==> src/rtl/noc_port_arbiter.sv <==
// -----------------------------------------------------------------------------
// noc_port_arbiter
//
// Round-robin arbiter plus output register stage for one router output port.
// Chooses one of four input channels (a..d), steers the external 4:1 data mux
// through mux_sel, and captures the selected beat into a valid/ready output
// register. A multi-beat packet locks the port to its source until the beat
// flagged "last" has transferred.
//
// Ports:
//   clk        in   clock, rising edge
//   reset      in   asynchronous, active-high reset
//   in_valid   in   [3:0] per-channel valid (0=a, 1=b, 2=c, 3=d)
//   in_last    in   [3:0] per-channel last-beat flag, qualified by in_valid
//   in_ready   out  [3:0] per-channel ready, one-hot or zero
//   mux_sel    out  [1:0] select for the external data mux
//   mux_out    in   [DATA_WIDTH-1:0] beat returned by the external mux
//   out_valid  out  output beat valid
//   out_last   out  output beat is the last of its packet
//   out_data   out  [DATA_WIDTH-1:0] registered output beat
//   out_ready  in   downstream ready
// -----------------------------------------------------------------------------
module noc_port_arbiter #(
    parameter int DATA_WIDTH = 16
) (
    input  logic                  clk,
    input  logic                  reset,
    input  logic [3:0]            in_valid,
    input  logic [3:0]            in_last,
    output logic [3:0]            in_ready,
    output logic [1:0]            mux_sel,
    input  logic [DATA_WIDTH-1:0] mux_out,
    output logic                  out_valid,
    output logic                  out_last,
    output logic [DATA_WIDTH-1:0] out_data,
    input  logic                  out_ready
);

    typedef enum logic {
        ST_IDLE = 1'b0,
        ST_LOCK = 1'b1
    } state_t;

    state_t                  state_q;
    logic [1:0]              last_grant_q;
    logic [1:0]              lock_idx_q;
    logic                    out_valid_q;
    logic                    out_last_q;
    logic [DATA_WIDTH-1:0]   out_data_q;

    logic                    load_en;
    logic [1:0]              grant;
    logic                    grant_vld;
    logic [1:0]              cand;
    logic                    xfer;

    // Grant selection. In IDLE the search starts one past the previous grant,
    // so the channel that was just served ends up with the lowest priority.
    // With nothing valid the grant (and thus mux_sel) parks on last_grant.
    always_comb begin
        load_en   = !out_valid_q || out_ready;
        grant     = last_grant_q;
        grant_vld = 1'b0;
        cand      = last_grant_q;
        if (state_q == ST_LOCK) begin
            grant     = lock_idx_q;
            grant_vld = 1'b1;
        end else begin
            for (int k = 1; k <= 4; k++) begin
                cand = last_grant_q + 2'(k);
                if (!grant_vld && in_valid[cand]) begin
                    grant     = cand;
                    grant_vld = 1'b1;
                end
            end
        end
        // While locked the owner sees ready even if it is currently idle, so
        // no other channel can slip into the middle of the open packet.
        in_ready = 4'b0000;
        if (grant_vld) begin
            in_ready[grant] = load_en;
        end
        xfer = in_valid[grant] && in_ready[grant];
    end

    assign mux_sel   = grant;
    assign out_valid = out_valid_q;
    assign out_last  = out_last_q;
    assign out_data  = out_data_q;

    // Packet FSM and output register. Nothing moves while the output holds an
    // unaccepted beat; otherwise the register reloads (or empties) each cycle.
    always_ff @(posedge clk or posedge reset) begin
        if (reset) begin
            state_q      <= ST_IDLE;
            last_grant_q <= 2'd3;
            lock_idx_q   <= 2'd0;
            out_valid_q  <= 1'b0;
            out_last_q   <= 1'b0;
            out_data_q   <= '0;
        end else if (load_en) begin
            out_valid_q <= xfer;
            if (xfer) begin
                out_data_q   <= mux_out;
                out_last_q   <= in_last[grant];
                last_grant_q <= grant;
                case (state_q)
                    ST_IDLE: begin
                        if (!in_last[grant]) begin
                            state_q    <= ST_LOCK;
                            lock_idx_q <= grant;
                        end
                    end
                    ST_LOCK: begin
                        if (in_last[grant]) begin
                            state_q <= ST_IDLE;
                        end
                    end
                    default: state_q <= ST_IDLE;
                endcase
            end
        end
    end

endmodule

==> config.mk <==
export PLATFORM = sky130hd
export DESIGN_NAME = noc_port_arbiter
export DESIGN_NICKNAME = d
export VERILOG_FILES = /design/src/rtl/noc_port_arbiter.sv
export SDC_FILE = /design/constraint.sdc
export NUM_CORES = 1
export LEC_CHECK = 0
export ABC_AREA = 1
export CORE_UTILIZATION = 40
export DETAILED_ROUTE_END_ITERATION = 16
export HOLD_SLACK_MARGIN = 0.1
export PLACE_DENSITY = 0.73
export SYNTH_ARGS = -nofsm -noshare
export SYNTH_HDL_FRONTEND = slang
export SYNTH_SLANG_ARGS = --single-unit
==> constraint.sdc <==
create_clock -name clk -period 2.6 [get_ports clk]
set_clock_uncertainty 0.05 [all_clocks]
set_input_delay 0.78 -clock clk [delete_from_list [all_inputs] [get_ports clk]]
set_output_delay 0.78 -clock clk [all_outputs]
set_load 0.005 [all_outputs]
==> metrics, run 1 <==
status=finished with violations; failing checks=negative setup slack; worst-skew pair later-pin latency=310 ps; Final period util=122%; height of the die=61.8 um; Worst Setup End Kind=output port; num ports=51; number of max-cap violations=0; placed insts=318; top cells by area, synth=dfrtp_1 37%, nand2_1 24%, nand3_1 8.7%; crit start category=flip-flop; CTS tree=built; CP Max Fanout=5; Routed Antenna Nets=0; Pleak=1.29 nW; initial antenna violation count=0; Cell Area, Synth=1430 um^2; unrepaired setup endpoints after global routing=true; final hold vios=0; Max VDD drop=0.785 mV; Non-Filler Instances=338; syn avg cell area=7.23 um^2; final setup violation count=6; layout net count=320; Worst-Margin Slew=723 ps; fmax=314 MHz; total clock sinks=23; Hold Path Class=flip-flop to flip-flop; vias per cell=4.67; via count=1578; number of buffers created by CTS=3; Mapped Nets=225; Diodes inserted=0; max-slew violation count=0; top cell type's share of synthesized area=36.7%; CP arrival=2350 ps; drt drc=0; vias in the first global route=1434; final WL=4.27 mm; WP data required=1770 ps; Post-synth EDFFs=0; Warnings, synthesis=0; Cell Pwr Density=1720 nW/um^2; largest area contributor in the netlist=dfrtp_1; worst-case clock buffer depth=2; post-cts hold buffer count=0; total grt overflow=0; layout cells sized above 1=36.3%; first-pass GRT wire length=6.03 mm; total chip power=4.36 mW; library cells used by synthesis=25; Mapped Cells=198; fraction of registers with async set/reset=100%; die footprint=3820 um^2; Detail Placement HPWL=2.81 mm; routability congestion estimate=0.823; Tot GR Track Use=21.6%; clock-pin slew on the worst setup and hold paths=130 ps; top-count cell post-synth=nand2_1; slew margin rel.=51.6%; area grow syn2layout=76.7%; Seq cells post-synth=23; Finished Core Util=74.6%; initial DRC count=95; core area=3390 um^2; Die Width=61.8 um; clk root buf=clkbuf_4; port bufs=50; post-layout min period=3180 ps; final worst slack=-582 ps; num rows=21; Seq/Total Area, Yosys=40.4%; post-DR wirelength/cell=12.6 um; largest net degree at the start of global routing=24; Post-synth top cells=91 x nand2_1, 25 x nand3_1, 21 x dfrtp_1; WS Path Type=flip-flop to output port; TritonRoute pass-1 iters=4; Initial Util=42.2%; H-tree depth=1; Primary FF master, synth=dfrtp_1
==> per-layer routing <==
metal | GRT usage [%] | vias up | part of all wire, % | wire (um)
met4 | 8.57 | 0 | 1.6 | 69
met5 | 0 | - | 0 | 0
met2 | 38.4 | 36 | 53 | 2250
met1 | 26.2 | 721 | 42 | 1790
met3 | 3.52 | 6 | 3.8 | 162
li1 | - | 815 | - | -
==> logic make-up after synthesis <==
family	Yosys count	share of synthesized area [%]
DFF	23	40.4
and+or+nand+nor	142	47.5
AOI/OAI and AO/OA	8	2.88
buffers and inverters	25	9.27
==> worst paths after layout <==
path	endpoint	slack (ps)	from	cells past startpoint
min reg2reg	out_data[10]$_DFFE_PP0P_	440	out_data[10]$_DFFE_PP0P_	2
max reg2reg	lock_idx_q[1]$_DFFE_PP0P_	90	last_grant_q[0]$_DFFE_PP1P_	16
min	out_data[10]$_DFFE_PP0P_	440	out_data[10]$_DFFE_PP0P_	2
max	in_ready[3]	-580	last_grant_q[0]$_DFFE_PP1P_	13
min in group asynchronous	out_data[5]$_DFFE_PP0P_	730	reset	3
max in group asynchronous	last_grant_q[1]$_DFFE_PP1P_	1470	reset	3
==> power by group <==
part	internal, mW	switching (mW)	total [mW]
sequential	0.569	0.120	0.689
combinational	1.73	1.77	3.50
clock	0.0599	0.103	0.163
==> placed cells by master, fill, tap and decap left out, types with 2 or more instances in the layout <==
cell type,Yosys,routed
nand2_2,7,13
inv_4,1,3
clkbuf_4,0,3
dlygate4sd2_1,0,4
o21ai_2,0,2
nand3_4,0,2
inv_2,3,2
dfrtp_1,21,21
clkbuf_2,0,2
nand3_1,25,20
or2_2,2,2
inv_1,14,13
buf_12,0,4
buf_4,3,35
o21ai_0,3,3
buf_2,1,4
clkdlybuf4s50_1,0,40
nand3_2,4,7
nand2_4,5,10
dfstp_2,2,2
buf_6,1,7
nand2_1,91,79
nor4_4,0,3
nand2_8,1,2
==> stage by stage <==
stage | worst slack [ps] | setup TNS (ps) | hold WS (ps) | instance area (um^2)
after global placement | -1100 | -12270 | 411 | 2210
after floorplan | -23.0 | -39.0 | 405 | 1450
final | -582 | -3240 | 440 | 2530
after global routing | -698 | -3910 | 479 | 2530
after detailed placement | -1200 | -12690 | 416 | 2210
after CTS | -514 | -2940 | 446 | 2320
==> worst max-delay path, stage by stage, from the launching register on <==
cell	delay [ps]
dfstp_2	650
buf_6	130
nand2_4	60
buf_4	140
buf_4	130
nand2_2	40
nand2_1	60
o21ai_2	70
nand3_2	80
nand3_2	90
nand2_4	70
buf_6	130
nor4_4	240
buf_2	150
==> registers in the layout, summed over array words and instances, names as in the netlist <==
name	count
last_grant_q	2
lock_idx_q	2
out_data	16
out_last	1
out_valid	1
state_q	1
==> what timing repair did <==
action	4_1_cts	5_1_grt
resized for setup	33	37
setup endpoints to repair	6	28
buffers inserted	9	7
pin swaps	9	6
==> final cells by class <==
cell class / instances / area (um^2)
multi-input cells: 150 / 893
repair buffers: 96 / 887
fillers: 253 / 861
flip-flops and latches: 23 / 578
inverters: 19 / 86.3
well taps: 46 / 57.6
clock buffers: 4 / 26.3
Power figures use the tool's default switching activity.
==> inputs of run 2 (changes only) <==
- CORE_ASPECT_RATIO: not set -> 0.6
- PLACE_DENSITY: 0.73 -> 0.74
- SLEW_MARGIN: not set -> 20
==> run 2 against run 1 <==
Against the previous run: the run still ends with negative setup slack left; total power down 5.1%; via count up 3.5%; clock-buffer cell count unchanged; die area up 0.20%; cell count down 3.6%; register-to-register slack about the same; highest routed layer unchanged.
==> metrics, run 2 (synthesis gave the netlist of run 1 again) <==
status=finished with violations; failing checks=negative setup slack; initial DRC count=125 (+32%); routability congestion estimate=0.901 (+9.4%); worst-skew pair later-pin latency=260 ps (-50 ps); area grow syn2layout=66.5%; Die Width=79.2 um (+28%); final hold vios=0 (unchanged); clk root buf=clkbuf_8; Tot GR Track Use=23.2% (+1.6 points); CP arrival=2340 ps (about the same); commonest non-fill, non-tap cell in the layout=nand2_1; die footprint=3830 um^2 (+0.20%); first-pass GRT wire length=6.72 mm (+11%); vias per cell=5.01 (+7.4%); number of buffers created by CTS=3 (unchanged); unrepaired setup endpoints after global routing=true; initial antenna violation count=0 (unchanged); total grt overflow=0 (unchanged); Routed Antenna Nets=0 (unchanged); Cell Pwr Density=1730 nW/um^2 (+0.69%); vias in the first global route=1488 (+3.8%); final WL=4.29 mm (+0.45%); Worst-Margin Slew=725 ps (+1.52 ps); Worst Setup End Kind=output port; core area=3340 um^2 (-1.4%); total chip power=4.13 mW (-5.1%); via count=1634 (+3.5%); Diodes inserted=0 (unchanged); num rows=16 (-24%); max reg flops=16 (unchanged); Pleak=1.21 nW (-6.2%); drt drc=0 (unchanged); clock-pin slew on the worst setup and hold paths=80 ps (-50 ps); most frequent cells in the layout=85 x nand2_1, 40 x clkdlybuf4s50_1, 29 x buf_4; WS Path Type=primary input to output port; Hold Path Class=flip-flop to flip-flop; fmax=316 MHz (+0.45%); final instance area=2380 um^2 (-5.7%); CP Max Fanout=4 (-1); post-DR wirelength/cell=13.2 um (+4.1%); largest net degree at the start of global routing=20 (-17%); final worst slack=-567 ps (+14.2 ps); Area after DPL=2130 um^2 (-3.6%); final setup violation count=6 (unchanged); number of max-cap violations=0 (unchanged); post-layout min period=3170 ps (-14.2 ps); num ports=51 (unchanged); layout net count=309 (-3.4%); H-tree depth=1 (unchanged); Final period util=122% (-0.55 points); port bufs=50 (unchanged); crit start category=primary input; WP data required=1770 ps (about the same); post-cts hold buffer count=0 (unchanged); Initial Util=42.8% (+0.58 points); layout cells sized above 1=33.5% (-2.8 points); Fillers=242 (-4.3%); final hold slack=431 ps (-9.57 ps); Detail Placement HPWL=2.89 mm (+2.7%); slew margin rel.=51.5% (-0.10 points); max-slew violation count=0 (unchanged); Max VDD drop=1.11 mV (+41%); worst-case clock buffer depth=2 (unchanged); height of the die=48.3 um (-22%); TritonRoute pass-1 iters=7 (+3); total clock sinks=23 (unchanged); CTS tree=built
[run 2: cell types whose count changed in the layout (fill, tap and decap cells not counted), sizes merged]
cell           change
clkbuf             -2
clkdlybuf4s15      +3
dlygate4sd2        -3
buf                -9
[run 2: final cells by class]
class                           instances  area [um^2]  share of cell area (%)
Tap cell                               45         56.3                    2.36
Clock buffer                            4         45.0                    1.89
Multi-Input combinational cell        150          851                    35.7
Timing Repair Buffer                   85          767                    32.2
Inverter                               19         86.3                    3.62
Sequential cell                        23          578                    24.3
[run 2: final timing paths]
check / cells after the start / slack [ps] / end / from
max: 12 / -570 / in_ready[2] / in_valid[1]
min in group asynchronous: 2 / 760 / out_data[1]$_DFFE_PP0P_ / reset
max reg2reg: 19 / 90 / out_data[4]$_DFFE_PP0P_ / last_grant_q[0]$_DFFE_PP1P_
min reg2reg: 2 / 430 / out_data[15]$_DFFE_PP0P_ / out_data[15]$_DFFE_PP0P_
max in group asynchronous: 3 / 1220 / out_data[11]$_DFFE_PP0P_ / reset
min: 2 / 430 / out_data[15]$_DFFE_PP0P_ / out_data[15]$_DFFE_PP0P_
[run 2: critical path: stages]
cell and delay, ps:
clkdlybuf4s15_2 210, inv_2 60, nand2_1 50, nand3_1 100
nand2_2 110, nor2_4 170, nand3_2 90, nand3_2 110
nand2_4 70, buf_6 140, nor4_4 280, buf_2 160
[run 2: what timing repair did]
action                     CTS  global route
setup buffers                7             5
setup endpoints to repair   27            28
pin swaps                   17             5
gates resized for setup     54            15
[run 2: report_power, final]
part | switching [mW] | internal (mW) | total (mW) | leakage [nW]
clock network | 0.108 | 0.109 | 0.218 | 0.0228
registers | 0.115 | 0.570 | 0.685 | 0.280
logic | 1.72 | 1.51 | 3.23 | 0.909
total | 1.95 | 2.19 | 4.13 | 1.21
[run 2: metal layers]
layer | vias up | wire, um | GRT usage [%]
met5 | - | 0 | 0
met4 | 0 | 77 | 8.18
met3 | 13 | 329 | 4.91
met2 | 71 | 1940 | 35.8
met1 | 760 | 1940 | 32.3
li1 | 790 | - | -
[run 2: stage by stage]
| stage | utilization [%] | TNS [ps] | worst slack (ps) | std cells |
|---|---|---|---|---|
| floorplan | - | -39.0 | -23.0 | 198 |
| global route | 71.3 | -3680 | -619 | 326 |
| global placement | 63.8 | -12480 | -1100 | 310 |
| finish | 71.3 | -3050 | -567 | 326 |
| detailed placement | 63.8 | -13210 | -1150 | 310 |
| CTS | 68.4 | -2540 | -484 | 321 |
